==> config.mk <==
export PLATFORM = sky130hd
export DESIGN_NAME = labkit
export DESIGN_NICKNAME = d
export VERILOG_FILES = /design/src/rtl/labkit.sv
export SDC_FILE = /design/constraint.sdc
export NUM_CORES = 1
export LEC_CHECK = 0
export BUFFER_PORTS_ARGS = -buffer_cell sky130_fd_sc_hd__buf_2
export CAP_MARGIN = 15
export CORE_ASPECT_RATIO = 1.75
export CORE_MARGIN = 3
export CORE_UTILIZATION = 35
export DETAILED_ROUTE_END_ITERATION = 16
export GPL_ROUTABILITY_DRIVEN = 1
export PLACE_DENSITY = 0.57
export SYNTH_ARGS = -nofsm -noshare
export SYNTH_HDL_FRONTEND = slang
export SYNTH_SLANG_ARGS = --single-unit
==> constraint.sdc <==
create_clock -name clk -period 4.43 [get_ports clk]
set_clock_uncertainty 0.2 [all_clocks]
set_input_delay 0.886 -clock clk [delete_from_list [all_inputs] [get_ports clk]]
set_output_delay 0.886 -clock clk [all_outputs]
set_load 0.05 [all_outputs]
==> src/rtl/labkit.sv <==
// rtl/labkit.sv - traffic-light controller with walk phase and reprogrammable timing
module labkit #(
  parameter int CLK_DIVIDE = 100000
) (
  input  logic       clk,
  input  logic       Reset,
  input  logic       Sensor,
  input  logic       Walk_Request,
  input  logic       Reprogram,
  input  logic [1:0] Time_Parameter_Selector,
  input  logic [3:0] Time_Value,
  output logic [6:0] LEDs
);

  localparam logic [2:0] MAIN_GREEN     = 3'd0;
  localparam logic [2:0] MAIN_YELLOW    = 3'd1;
  localparam logic [2:0] WALK           = 3'd2;
  localparam logic [2:0] SIDE_GREEN     = 3'd3;
  localparam logic [2:0] SIDE_GREEN_EXT = 3'd4;
  localparam logic [2:0] SIDE_YELLOW    = 3'd5;

  localparam int DIV_W = (CLK_DIVIDE > 1) ? $clog2(CLK_DIVIDE) : 1;
  localparam logic [DIV_W-1:0] DIV_LAST = DIV_W'(CLK_DIVIDE - 1);

  logic             sensor_s1, sensor_s2;
  logic             walk_s1, walk_s2;
  logic             rep_s1, rep_s2, rep_d;
  logic             rep_edge;
  logic [3:0]       t_base, t_ext, t_yel;
  logic [3:0]       t_base_n, t_ext_n, t_yel_n;
  logic [2:0]       state, state_n;
  logic             enter;
  logic             walk_latch;
  logic [DIV_W-1:0] div_cnt;
  logic [4:0]       timer;
  logic             tick, expire;

  // Durations come from the parameter values that will be stored after this edge.
  function automatic logic [4:0] dur_of(input logic [2:0] s, input logic [3:0] b,
                                        input logic [3:0] e, input logic [3:0] y);
    logic [4:0] d;
    case (s)
      MAIN_GREEN:                d = {b, 1'b0};
      MAIN_YELLOW, SIDE_YELLOW:  d = {1'b0, y};
      WALK, SIDE_GREEN_EXT:      d = {1'b0, e};
      default:                   d = {1'b0, b};
    endcase
    return (d == 5'd0) ? 5'd1 : d;
  endfunction

  function automatic logic [6:0] led_of(input logic [2:0] s);
    case (s)
      MAIN_GREEN:                 return 7'h18;
      MAIN_YELLOW:                return 7'h28;
      WALK:                       return 7'h49;
      SIDE_GREEN, SIDE_GREEN_EXT: return 7'h42;
      SIDE_YELLOW:                return 7'h44;
      default:                    return 7'h18;
    endcase
  endfunction

  assign rep_edge = rep_s2 & ~rep_d;
  assign tick     = (div_cnt == DIV_LAST);
  assign expire   = tick && (timer == 5'd1);

  always_comb begin
    t_base_n = t_base;
    t_ext_n  = t_ext;
    t_yel_n  = t_yel;
    if (rep_edge) begin
      case (Time_Parameter_Selector)
        2'b00:   t_base_n = Time_Value;
        2'b01:   t_ext_n  = Time_Value;
        2'b10:   t_yel_n  = Time_Value;
        default: ;
      endcase
    end
  end

  always_comb begin
    state_n = state;
    enter   = 1'b0;
    if (rep_edge) begin
      state_n = MAIN_GREEN;
      enter   = 1'b1;
    end else if (expire) begin
      enter = 1'b1;
      case (state)
        MAIN_GREEN:     state_n = MAIN_YELLOW;
        MAIN_YELLOW:    state_n = (walk_latch | walk_s2) ? WALK : SIDE_GREEN;
        WALK:           state_n = SIDE_GREEN;
        SIDE_GREEN:     state_n = sensor_s2 ? SIDE_GREEN_EXT : SIDE_YELLOW;
        SIDE_GREEN_EXT: state_n = SIDE_YELLOW;
        default:        state_n = MAIN_GREEN;
      endcase
    end
  end

  always_ff @(posedge clk or negedge Reset) begin
    if (!Reset) begin
      sensor_s1  <= 1'b0;
      sensor_s2  <= 1'b0;
      walk_s1    <= 1'b0;
      walk_s2    <= 1'b0;
      rep_s1     <= 1'b0;
      rep_s2     <= 1'b0;
      rep_d      <= 1'b0;
      t_base     <= 4'd6;
      t_ext      <= 4'd3;
      t_yel      <= 4'd2;
      state      <= MAIN_GREEN;
      LEDs       <= 7'h18;
      walk_latch <= 1'b0;
      div_cnt    <= '0;
      timer      <= 5'd12;
    end else begin
      sensor_s1 <= Sensor;
      sensor_s2 <= sensor_s1;
      walk_s1   <= Walk_Request;
      walk_s2   <= walk_s1;
      rep_s1    <= Reprogram;
      rep_s2    <= rep_s1;
      rep_d     <= rep_s2;
      t_base    <= t_base_n;
      t_ext     <= t_ext_n;
      t_yel     <= t_yel_n;
      state     <= state_n;
      LEDs      <= led_of(state_n);
      // Entering WALK consumes the request; otherwise requests keep accumulating.
      if (enter && state_n == WALK)
        walk_latch <= 1'b0;
      else if (walk_s2)
        walk_latch <= 1'b1;
      if (enter) begin
        div_cnt <= '0;
        timer   <= dur_of(state_n, t_base_n, t_ext_n, t_yel_n);
      end else begin
        div_cnt <= tick ? '0 : div_cnt + DIV_W'(1);
        if (tick)
          timer <= timer - 5'd1;
      end
    end
  end

endmodule

# Word level (Yosys, flattened, before mapping)

Cells that the tools add are included.

Flip-flop bits (word level): 52
Bits of input ports: 11
Output and inout port bits: 7
Word-level logic and storage cells: 67

Add/subtract/negate cells: 2
Equal/unequal tests: 13
Multiplexer cells: 23
Bitwise gates (word level): 3
Reduce and logical (&&, ||, !) cells: 11

Operators by type and width:

| cell                                              | count |
|---|---|
| 2-to-1 mux 17 bit                                 | 2 |
| one-hot mux 7 bit (4 select lines)                | 1 |
| 2-to-1 mux 4 bit                                  | 6 |
| 2-to-1 mux 5 bit                                  | 4 |
| adder 17 x 1 -> 17 bit (second input constant)    | 1 |
| == test 17 bit (second input constant)            | 1 |
| one-hot mux 3 bit (5 select lines)                | 1 |
| one-hot mux 5 bit (3 select lines)                | 1 |
| == test 3 x 2 -> 1 bit (second input constant)    | 4 |
| == test 3 bit (second input constant)             | 3 |
| == test 3 x 1 -> 1 bit (second input constant)    | 2 |
| zero test 3 bit                                   | 2 |
| 2-to-1 mux 1 bit                                  | 6 |
| 2-to-1 mux 3 bit                                  | 2 |
| OR reduction 2 bit                                | 3 |
| == test 5 x 1 -> 1 bit (second input constant)    | 1 |
| zero test 5 bit                                   | 1 |
| subtractor 5 x 1 -> 5 bit (second input constant) | 1 |
| nonzero test 2 bit                                | 2 |
| == test 2 x 1 -> 1 bit (second input constant)    | 1 |
| == test 2 bit (second input constant)             | 1 |
| logical AND 1 bit                                 | 2 |
| zero test 2 bit                                   | 1 |
| AND 1 bit                                         | 1 |
| other kinds (2)                                   | 2 |

# Depth between registers and ports, before layout

Gate-level depths: netlist of run 1.

Depth in word-level cells: 12
Mapped depth: 12
Gate-level depth less buffers: 11

# Worst setup path before layout of run 1

Ideal clock, no wire load.

Path type: in2reg
From: input Time_Parameter_Selector[1]
To: register timer[0]
Data arrival time: 2.439 ns
Required time: 4.134 ns
Slack: 1.695 ns
Cell stages on the path: 7
Path buffers: 0
Cells stage by stage: nor3b_1 mux2i_1 inv_1 a31oi_1 a22oi_1 or3_1 o32ai_2

Word-level cells in the longest chain between the ends: 8
Elaborated cells between the ends (all ways): 14
Classes of those cells: eq/ne: 2; mux: 10; reduce/logical: 2

RTL lines:

| item                               | RTL line | RTL |
|---|---|---|
| start: declaration                 | 10       | `input logic [1:0] Time_Parameter_Selector,` |
| == test 2 x 1 -> 1 bit             | 71       | `case (Time_Parameter_Selector)` |
| 2-to-1 mux 4 bit                   | 71       |  |
| 2-to-1 mux 4 bit                   | 70       | `if (rep_edge) begin` |
| named net t_ext_n[1]               | 30       | `logic [3:0] t_base_n, t_ext_n, t_yel_n;` |
| one-hot mux 5 bit (3 select lines) | 42       | `case (s)` |
| 2-to-1 mux 5 bit                   | 134      | `if (enter) begin` |
| zero test 5 bit                    | 48       | `return (d == 5'd0) ? 5'd1 : d;` |
| 2-to-1 mux 5 bit                   | 48       |  |
| 2-to-1 mux 5 bit                   | 134      |  |
| end signal: assignment             | 136      | `timer <= dur_of(state_n, t_base_n, t_ext_n, t_yel_n);` |
| end signal: assignment             | 140      | `timer <= timer - 5'd1;` |
| end: declaration                   | 35       | `logic [4:0] timer;` |

The timed path passes the listed nets, and every way through them passes these cells. The select of a mux whose other input is x is not followed.
A chain may end at the register's enable or synchronous reset.

# Worst setup path after layout of run 1

From: register rep_d
To: register timer[3]

Elaborated cells between the ends (all ways): 20
Classes of those cells: eq/ne: 4; mux: 9; bitwise: 2; reduce/logical: 5

RTL lines:

| item                                 | RTL line | RTL |
|---|---|---|
| start: declaration                   | 27       | `logic rep_s1, rep_s2, rep_d;` |
| start signal: assignment             | 123      | `rep_d <= rep_s2;` |
| NOT 1 bit *                          | 62       | `assign rep_edge = rep_s2 & ~rep_d;` |
| AND 1 bit *                          | 62       |  |
| 2-to-1 mux 4 bit *                   | 70       |  |
| named net t_ext_n[3]                 | 30       |  |
| one-hot mux 5 bit (3 select lines) * | 42       |  |
| 2-to-1 mux 5 bit *                   | 134      |  |
| zero test 5 bit                      | 48       |  |
| 2-to-1 mux 5 bit *                   | 48       |  |
| 2-to-1 mux 5 bit *                   | 134      |  |

Mark *: on every way through the listed nets, which the timed path passes. The rest lies on a longest branch. The select of a mux whose other input is x is not followed.

==> results of run 1 <==
-- placed cells by master (no fill, tap or decap), drive strengths merged, types with 2 or more instances in the layout --
cell type	instances
clkbuf	5
nor2	29
nand2	15
and3	4
a22oi	2
nor4b	2
buf	18
o211ai	2
and4	2
dfrtp	43
o221a	2
nand3	15
mux2	8
xor2	12
a21oi	13
ha	3
o311ai	3
or3	3
and4bb	2
nand4	3
dfstp	9
nor3b	2
o21ai	14
nor3	6
and2	2
xnor2	3
inv	11
mux2i	6
a31oi	2
-- power by group through the flow --
stage | Combinational [W] | Clock [W] | Sequential (W)
after global placement | 0.000175 | 0 | 0.000598
after CTS | 0.000178 | 0.000449 | 0.000591
after detailed placement | 0.000176 | 0 | 0.000599
final | 0.000175 | 0.000437 | 0.000591
after global routing | 0.000195 | 0.000468 | 0.000599
after floorplan | 0.000127 | 0 | 0.000588
-- cell type report --
| class | count | area share |
|---|---|---|
| tap | 84 | 0.0365 |
| clock buffer | 5 | 0.0434 |
| sequential | 52 | 0.455 |
| inverter | 11 | 0.0169 |
| clock inverter | 3 | 0.0148 |
| multi-input combinational | 166 | 0.401 |
| timing repair buffer | 18 | 0.0321 |
-- cell families after synthesis --
logic type,synth area share
AND/OR/NAND/NOR,0.200
flip-flops,0.514
AO/OA/AOI/OAI,0.127
buffers and inverters,0.0328
XOR/XNOR,0.0515
multiplexers,0.0603
adder cells (fa/ha/maj),0.0147
-- layer usage --
layer,vias to the layer above,GRT usage,wire length (um)
li1,871,-,-
met1,886,0.140,2110
met2,37,0.266,3060
met3,13,0.0245,134
met4,0,0.0729,183
met5,-,0,0
-- worst paths after layout --
path / endpoint / slack, ns
min in group asynchronous: div_cnt[3]$_DFF_PN0_ / 0.57
worst max-delay path: timer[3]$_DFFE_PN1P_ / 1.42
worst min register to register: sensor_s2$_DFF_PN0_ / 0.15
worst min-delay path: sensor_s2$_DFF_PN0_ / 0.15
worst max register to register: timer[3]$_DFFE_PN1P_ / 1.42
max in group asynchronous: LEDs[3]$_DFF_PN1_ / 2.69
-- metrics by stage --
| stage | instance area (um2) | worst slack (ns) | power, W |
|---|---|---|---|
| detailed placement | 2720 | 1.29 | 0.000774 |
| floorplan | 2550 | 1.70 | 0.000715 |
| CTS | 2880 | 1.43 | 0.00122 |
| global route | 2880 | 1.18 | 0.00126 |
| finish | 2880 | 1.42 | 0.00120 |
| global placement | 2720 | 1.29 | 0.000773 |
-- flip-flops by register name, indices dropped and copies added, names as in the netlist, 3 cells and up --
name,count
div_cnt,17
LEDs,7
timer,5
t_base,4
t_ext,4
t_yel,4
state,3
==> results.cfg, run 1 <==
[run_status]
status = finished clean

[route]
firstDrtPassIters = 5
wl_per_cell_um = 16.2
drc = 0
finalWirelength_um = 5480
vias = 1807
first_iter_violations = 102
avgViaCountPerCell = 5.33
antenna_left = 0

[synth]
synth_commonest_cells = dfrtp_1 (43), nor2_1 (27), nand2_1 (15), nand3_1 (15)
syn-cell-area_um2 = 2550
yosysMostFrequentCell = dfrtp_1
seq_area_frac_synth = 0.514
synthArstFlopShare = 1.00
syn_inst = 235
synth-seq-cells = 52
synth_top_cells_by_area = dfrtp_1 (42%), dfstp_2 (9.3%), xor2_1 (4.1%), nor2_1 (4.0%), mux2_2 (3.1%)
synthesis.nets = 249
yosysUniqueCellTypes = 57
ys_warn_count = 0
yosys.area.top_type_share = 0.422
synthFlopType = dfrtp_1
yosysTopAreaCell = dfrtp_1
synth_edf_count = 0
syn_area_per_cell_um2 = 10.9

[sta]
min_period_ns = 3.01
clock.fmax_ghz = 0.332
hold-worst-slack_ns = 0.147
drv_slew = 0
fin_crit_sh = 0.680
rsz0062_at_grt = false
hold_violations = 0
max_slew_margin = 0.328
setup_viol = 0
max_slew.worst_pin.slew_ns = 1.01
final.setup.tns_ns = 0

[layout]
seq_area_um2 = 1310
fin_nets = 268
fillerInstances = 668
diodes = 0
multi_input_area_um2 = 1160
fin_cells = 339
layout-drive-gt1-share = 0.239
final_util = 0.414
syn_to_final_growth_pct = 12.9

[global_routing]
grt-ovfl-total = 0
antenna_found_initial = 0
grt_max_degree = 46
grt_pass1_wl_um = 9270
grt_pass1_vias = 1928
grt_usage = 0.140

[clock_tree]
post_cts_buffers = 0
cts_resized = 0
clock_sinks = 52
clockBufferDepth = 2
cts_max_level = 2
clock_latency_ns = 0.29
ctsHoldBuffers = 0
cts-root-buf = clkbuf_16
numCtsBuffers = 5
tritoncts = done
clkSlewWorstSetupHoldPaths_ns = 0.07

[die]
dieHeight_um = 119
initial_core_util = 0.367
fp.coreArea_um2 = 6960
num_rows = 40
io-pin-count = 18
dieArea_um2 = 8390
die_x_um = 70.6

[place]
portBuffers = 17
dp.final_hpwl_um = 4050
gp_congestion = 0.829
dp_cells = 331

[worst_setup_path]
slowest_stage = nor3b_1
critical_path.max_stage_delay_ns = 0.75
reg2reg_from = rep_d$_DFF_PN0_
startpoint_type = flop
crit_family = simple AND/OR/NAND/NOR gates
arrival_ns = 3.03
crit_type = reg2reg
required_ns = 4.45
crit_path_end_kind = flop
r2r_cells = 7
crit_cells = 7
path_buf_inv = 0
cp_cell_sequence = nand2b_1, nor3b_1, mux2_2, a21oi_1, a22o_1, o311ai_1, o221a_1
startpoint = rep_d$_DFF_PN0_
cp_max_fo = 10

[power_and_ir_drop]
leakagePower_nw = 1.24
switching_share = 0.262
clockPowerShare = 0.363
comb_power_share = 0.145
switchingPower_w = 0.000316
seqPwrFrac = 0.492
vdd.ir_drop.worst_mv = 0.232
cellPowerDensity_nw_per_um2 = 417
p_int_w = 0.000887

[min_path]
min_path_cells = 0
holdCritStartpoint = sensor_s1$_DFF_PN0_
hold_class = reg2reg

[flow_run]
maxCapViolations = 0
Note: power is estimated with default switching activity, not from simulation.
==> run 2, diff against run 1 <==
==> constraint.sdc (replaced) <==
create_clock -name clk -period 3.1 [get_ports clk]
set_clock_uncertainty 0.2 [all_clocks]
set_input_delay 0.62 -clock clk [delete_from_list [all_inputs] [get_ports clk]]
set_output_delay 0.62 -clock clk [all_outputs]
set_load 0.05 [all_outputs]
==> run 2 against run 1 <==
Net effect:
- cell count up 1.8%
- hold slack worse by 0.0068 ns
- critical path depth up 2
- clock power up 29%
- critical path type unchanged
- critical endpoint is now timer[0]$_DFFE_PN0P_
- largest power group unchanged
==> results.cfg, run 2 (same netlist as run 1, synthesis figures left out) <==
[power_and_ir_drop]
leakagePower_nw = 1.27
clockPowerShare = 0.339
switching_share = 0.271
switchingPower_w = 0.000451
total_power_w = 0.00167
comb_power_share = 0.152
seqPwrFrac = 0.509
cellPowerDensity_nw_per_um2 = 568
vdd.ir_drop.worst_mv = 0.459
p_int_w = 0.00121

[sta]
clock.fmax_ghz = 0.338
fin_crit_sh = 0.955
min_period_ns = 2.96
max_slew.worst_pin.slew_ns = 0.626
setup_viol = 0
drv_slew = 0
max_slew_margin = 0.583
hold_violations = 0

[layout]
registers.top_by_ff_count = div_cnt
reg.largest.list = div_cnt: 17 flops, LEDs: 7 flops, timer: 5 flops
diodes = 0
syn_to_final_growth_pct = 14.9
fin_cells = 345
largest_reg_flops = 17
fillerInstances = 665
fin_nets = 274
most-common-layout-cells = dfrtp_1 (43), nor2_1 (27), buf_2 (17)
layout_commonest_cell = dfrtp_1
layout-drive-gt1-share = 0.261

[global_routing]
grt-ovfl-total = 0
antenna_found_initial = 0
grt_max_degree = 29
grt_pass1_wl_um = 8910
grt_usage = 0.137
grt_pass1_vias = 1920

[place]
dp_cells = 337
dp.final_hpwl_um = 4100
gp_congestion = 0.874
portBuffers = 17

[clock_tree]
clock_latency_ns = 0.29
numCtsBuffers = 5
clkSlewWorstSetupHoldPaths_ns = 0.07
clockBufferDepth = 2
cts-root-buf = clkbuf_16
post_cts_buffers = 0
tritoncts = done
clock_sinks = 52
ctsHoldBuffers = 0
cts_max_level = 2

[die]
io-pin-count = 18
num_rows = 40
fp.coreArea_um2 = 6960
initial_core_util = 0.367
dieHeight_um = 119
die_x_um = 70.6
dieArea_um2 = 8390

[route]
first_iter_violations = 62
drc = 0
wl_per_cell_um = 15.7
avgViaCountPerCell = 5.32
finalWirelength_um = 5420
antenna_left = 0
vias = 1834
firstDrtPassIters = 4

[worst_setup_path]
crit_path_end_kind = flop
cp_cell_sequence = ha_1, and4_1, nand4_1, nor2_4, mux2_4, a31oi_1, a22oi_1, or3_1, o32ai_2
slowest_stage = dfrtp_1
crit_family = simple AND/OR/NAND/NOR gates
startpoint_type = flop
path_buf_inv = 0
arrival_ns = 2.96
crit_type = reg2reg
required_ns = 3.10
cp_max_fo = 9
critical_path.max_stage_delay_ns = 0.39

[run_status]
status = finished clean

[flow_run]
maxCapViolations = 0

[min_path]
hold_class = in2async
## run 2: per-layer routing
layer	global-route usage	share of wire	vias up
li1	-	-	877
met4	0.0694	0.025	0
met3	0.0313	0.024	11
met2	0.257	0.57	31
met5	0	0	-
met1	0.137	0.38	915
## run 2: cell type report
type,count,area [um2],share of cell area
sequential,52,1310,0.448
multi-input combinational,166,1160,0.396
timing repair buffer,24,150,0.0512
clock buffer,6,139,0.0474
tap,84,105,0.0359
inverter,11,48.8,0.0166
clock inverter,2,13.8,0.00469
## run 2: power groups by stage
stage                     combinational [W]  clock, W  sequential (W)
after floorplan                    0.000181         0        0.000840
after detailed placement           0.000255         0        0.000857
after CTS                          0.000255  0.000591        0.000847
after global routing               0.000284  0.000618        0.000855
after global placement             0.000256         0        0.000856
final                              0.000254  0.000564        0.000848
## run 2: worst paths after layout
kind / startpoint / to / slack, ns / cells past startpoint
max: div_cnt[0]$_DFF_PN0_ / timer[0]$_DFFE_PN0P_ / 0.14 / 9
min: Reset / div_cnt[7]$_DFF_PN0_ / 0.14 / 1
max reg2reg: div_cnt[0]$_DFF_PN0_ / timer[0]$_DFFE_PN0P_ / 0.14 / 9
min reg2reg: walk_s1$_DFF_PN0_ / walk_s2$_DFF_PN0_ / 0.15 / 0
max in group asynchronous: Reset / t_ext[0]$_DFF_PN1_ / 1.92 / 2
min in group clk: walk_s1$_DFF_PN0_ / walk_s2$_DFF_PN0_ / 0.15 / 0
## run 2: through the flow
step           utilization  cell area, um2  TNS [ns]  setup WS [ns]  hold WS [ns]
6_report             0.421            2930         0          0.138         0.140
4_1_cts              0.421            2930         0          0.150         0.154
5_1_grt              0.421            2930  -0.00923       -0.00923         0.164
3_3_place_gp         0.399            2770         0          0.245         0.132
2_1_floorplan            -            2550         0          0.456         0.124
3_5_place_dp         0.399            2770         0          0.180         0.139
## run 2: repair_timing
action	in CTS	in global routing
endpoints found under the hold margin	0	0
endpoints found under the setup margin	0	1
gates resized for setup	0	2
==> run 3, diff against run 2 <==
--- a/config.mk
+++ b/config.mk
@@ -7,7 +7,7 @@
 export LEC_CHECK = 0
 export BUFFER_PORTS_ARGS = -buffer_cell sky130_fd_sc_hd__buf_2
 export CAP_MARGIN = 15
-export CORE_ASPECT_RATIO = 1.75
+export CORE_ASPECT_RATIO = 0.6
 export CORE_MARGIN = 3
 export CORE_UTILIZATION = 35
 export DETAILED_ROUTE_END_ITERATION = 16
==> run 3 against run 2 <==
Net effect:
- critical path depth stayed put
- global-route usage is 0.46 points higher
- register-to-register slack better by 0.02 ns
- final area is 0.60% higher
- non-clock buffer count is 4 higher
- die area hardly changed
- power is 0.19% lower
- via count is 1.1% higher
- sequential share of layout area is 0.27 points lower
- wire length is 2.1% higher
- core utilization is 0.74 points higher
==> results.cfg, run 3 (same netlist as run 1, synthesis figures left out) <==
[worst_setup_path]
cp_cell_sequence = ha_2, and4_1, nand4_1, nor2_2, mux2_4, a31oi_1, a22oi_1, or3_1, o32ai_2
critical_path.max_stage_delay_ns = 0.41
cp_max_fo = 9
crit_type = reg2reg
startpoint_type = flop
arrival_ns = 2.94
slowest_stage = or3_1
required_ns = 3.10
crit_path_end_kind = flop

[die]
dieHeight_um = 72.2
die_x_um = 116
initial_core_util = 0.371
io-pin-count = 18
dieArea_um2 = 8390
fp.coreArea_um2 = 6880
num_rows = 23

[clock_tree]
clock_latency_ns = 0.30
cts_max_level = 2
clock_sinks = 52
tritoncts = done
clkSlewWorstSetupHoldPaths_ns = 0.07
numCtsBuffers = 5
clockBufferDepth = 2
cts-root-buf = clkbuf_16

[sta]
fin_crit_sh = 0.948
hold_violations = 0
drv_slew = 0
clock.fmax_ghz = 0.340
setup_viol = 0
hold-worst-slack_ns = 0.0192
fin_ws_ns = 0.162
max_slew_margin = 0.660
min_period_ns = 2.94
final.setup.tns_ns = 0
max_slew.worst_pin.slew_ns = 0.510
rsz0062_at_grt = false

[place]
portBuffers = 17
gp_congestion = 0.882
place_ws_ns = 0.151
dp.final_hpwl_um = 4180

[global_routing]
grt_max_degree = 25
grt_pass1_wl_um = 9070
antenna_found_initial = 0
grt-ovfl-total = 0
grt_pass1_vias = 1608
grt_usage = 0.142

[power_and_ir_drop]
seqPwrFrac = 0.508
switching_share = 0.281
cellPowerDensity_nw_per_um2 = 564
p_int_w = 0.00120
switchingPower_w = 0.000467
vdd.ir_drop.worst_mv = 0.297
leakagePower_nw = 1.28
comb_power_share = 0.155
clockPowerShare = 0.337

[route]
drc = 0
avgViaCountPerCell = 5.27
antenna_left = 0
vias = 1855
finalWirelength_um = 5540
first_iter_violations = 109
wl_per_cell_um = 15.7
firstDrtPassIters = 4

[layout]
most-common-layout-cells = dfrtp_1 (43), nor2_1 (27), buf_2 (17)
syn_to_final_growth_pct = 15.5
diodes = 0
fin_nets = 278
registers.top_by_ff_count = div_cnt
layout-drive-gt1-share = 0.275
reg.largest.list = div_cnt: 17 flops, LEDs: 7 flops, timer: 5 flops
layout_commonest_cell = dfrtp_1
largest_reg_flops = 17

[run_status]
status = finished clean

[min_path]
hold_class = in2async

[flow_run]
maxCapViolations = 0
-- run 3: cell types whose count changed in the layout (fill, tap and decap cells not counted), sizes merged --
cell,previous run,this run
clkinv,1,2
clkbuf,6,5
buf,24,28
-- run 3: stage by stage --
step / total power (W) / instances / area (um2) / util
floorplan: 0.00102 / 235 / 2550 / -
global placement: 0.00111 / 341 / 2770 / 0.403
detailed placement: 0.00111 / 341 / 2770 / 0.403
CTS: 0.00168 / 349 / 2920 / 0.424
global route: 0.00175 / 352 / 2950 / 0.429
finish: 0.00166 / 352 / 2950 / 0.429
-- run 3: worst max-delay path, delay by kind of cell, from the launching register on --
kind / cells / cell delay [ns]
multiplexers: 1 / 0.38
adder cells (fa/ha/maj): 1 / 0.23
AND/OR/NAND/NOR: 4 / 1.15
flip-flops: 1 / 0.40
AO/OA/AOI/OAI: 3 / 0.48
-- run 3: layout make-up --
| type | count | area [um2] |
|---|---|---|
| fillers | 652 | 3930 |
| flip-flops and latches | 52 | 1310 |
| multi-input cells | 166 | 1160 |
| repair buffers | 28 | 168 |
| clock buffers | 5 | 125 |
| well taps | 87 | 109 |
| inverters | 11 | 48.8 |
| clock inverters | 3 | 22.5 |
-- run 3: per-layer routing --
metal  wire length [um]  vias to the layer above  global-route usage
li1                   -                      894                   -
met1               3280                      913               0.256
met2               1950                       43               0.151
met3                278                        5              0.0408
met4                 35                        0              0.0322
met5                  0                        -                   0
-- run 3: power by group through the flow --
stage | logic, W | registers [W] | clock network [W]
finish | 0.000257 | 0.000845 | 0.000560
detailed placement | 0.000253 | 0.000856 | 0
global route | 0.000289 | 0.000859 | 0.000607
floorplan | 0.000181 | 0.000840 | 0
global placement | 0.000253 | 0.000855 | 0
CTS | 0.000254 | 0.000845 | 0.000577
-- run 3: path summary, 6_finish.rpt --
path                                         to            startpoint  slack [ns]  depth (start not counted)
setup / recovery           timer[0]$_DFFE_PN0P_  div_cnt[0]$_DFF_PN0_        0.16                          9
hold / removal               t_ext[2]$_DFF_PN0_                 Reset        0.02                          1
setup reg to reg           timer[0]$_DFFE_PN0P_  div_cnt[0]$_DFF_PN0_        0.16                          9
hold reg to reg               walk_s2$_DFF_PN0_     walk_s1$_DFF_PN0_        0.15                          0
max in group asynchronous     LEDs[3]$_DFF_PN1_                 Reset        2.01                          2
min in group clk              walk_s2$_DFF_PN0_     walk_s1$_DFF_PN0_        0.15                          0
-- run 3: timing repair --
action                     4_1_cts  5_1_grt
setup buffers                    0        3
setup endpoints to repair        0        2
hold buffers                     0        0
gates resized for setup          0        2
hold endpoints to repair         0        0
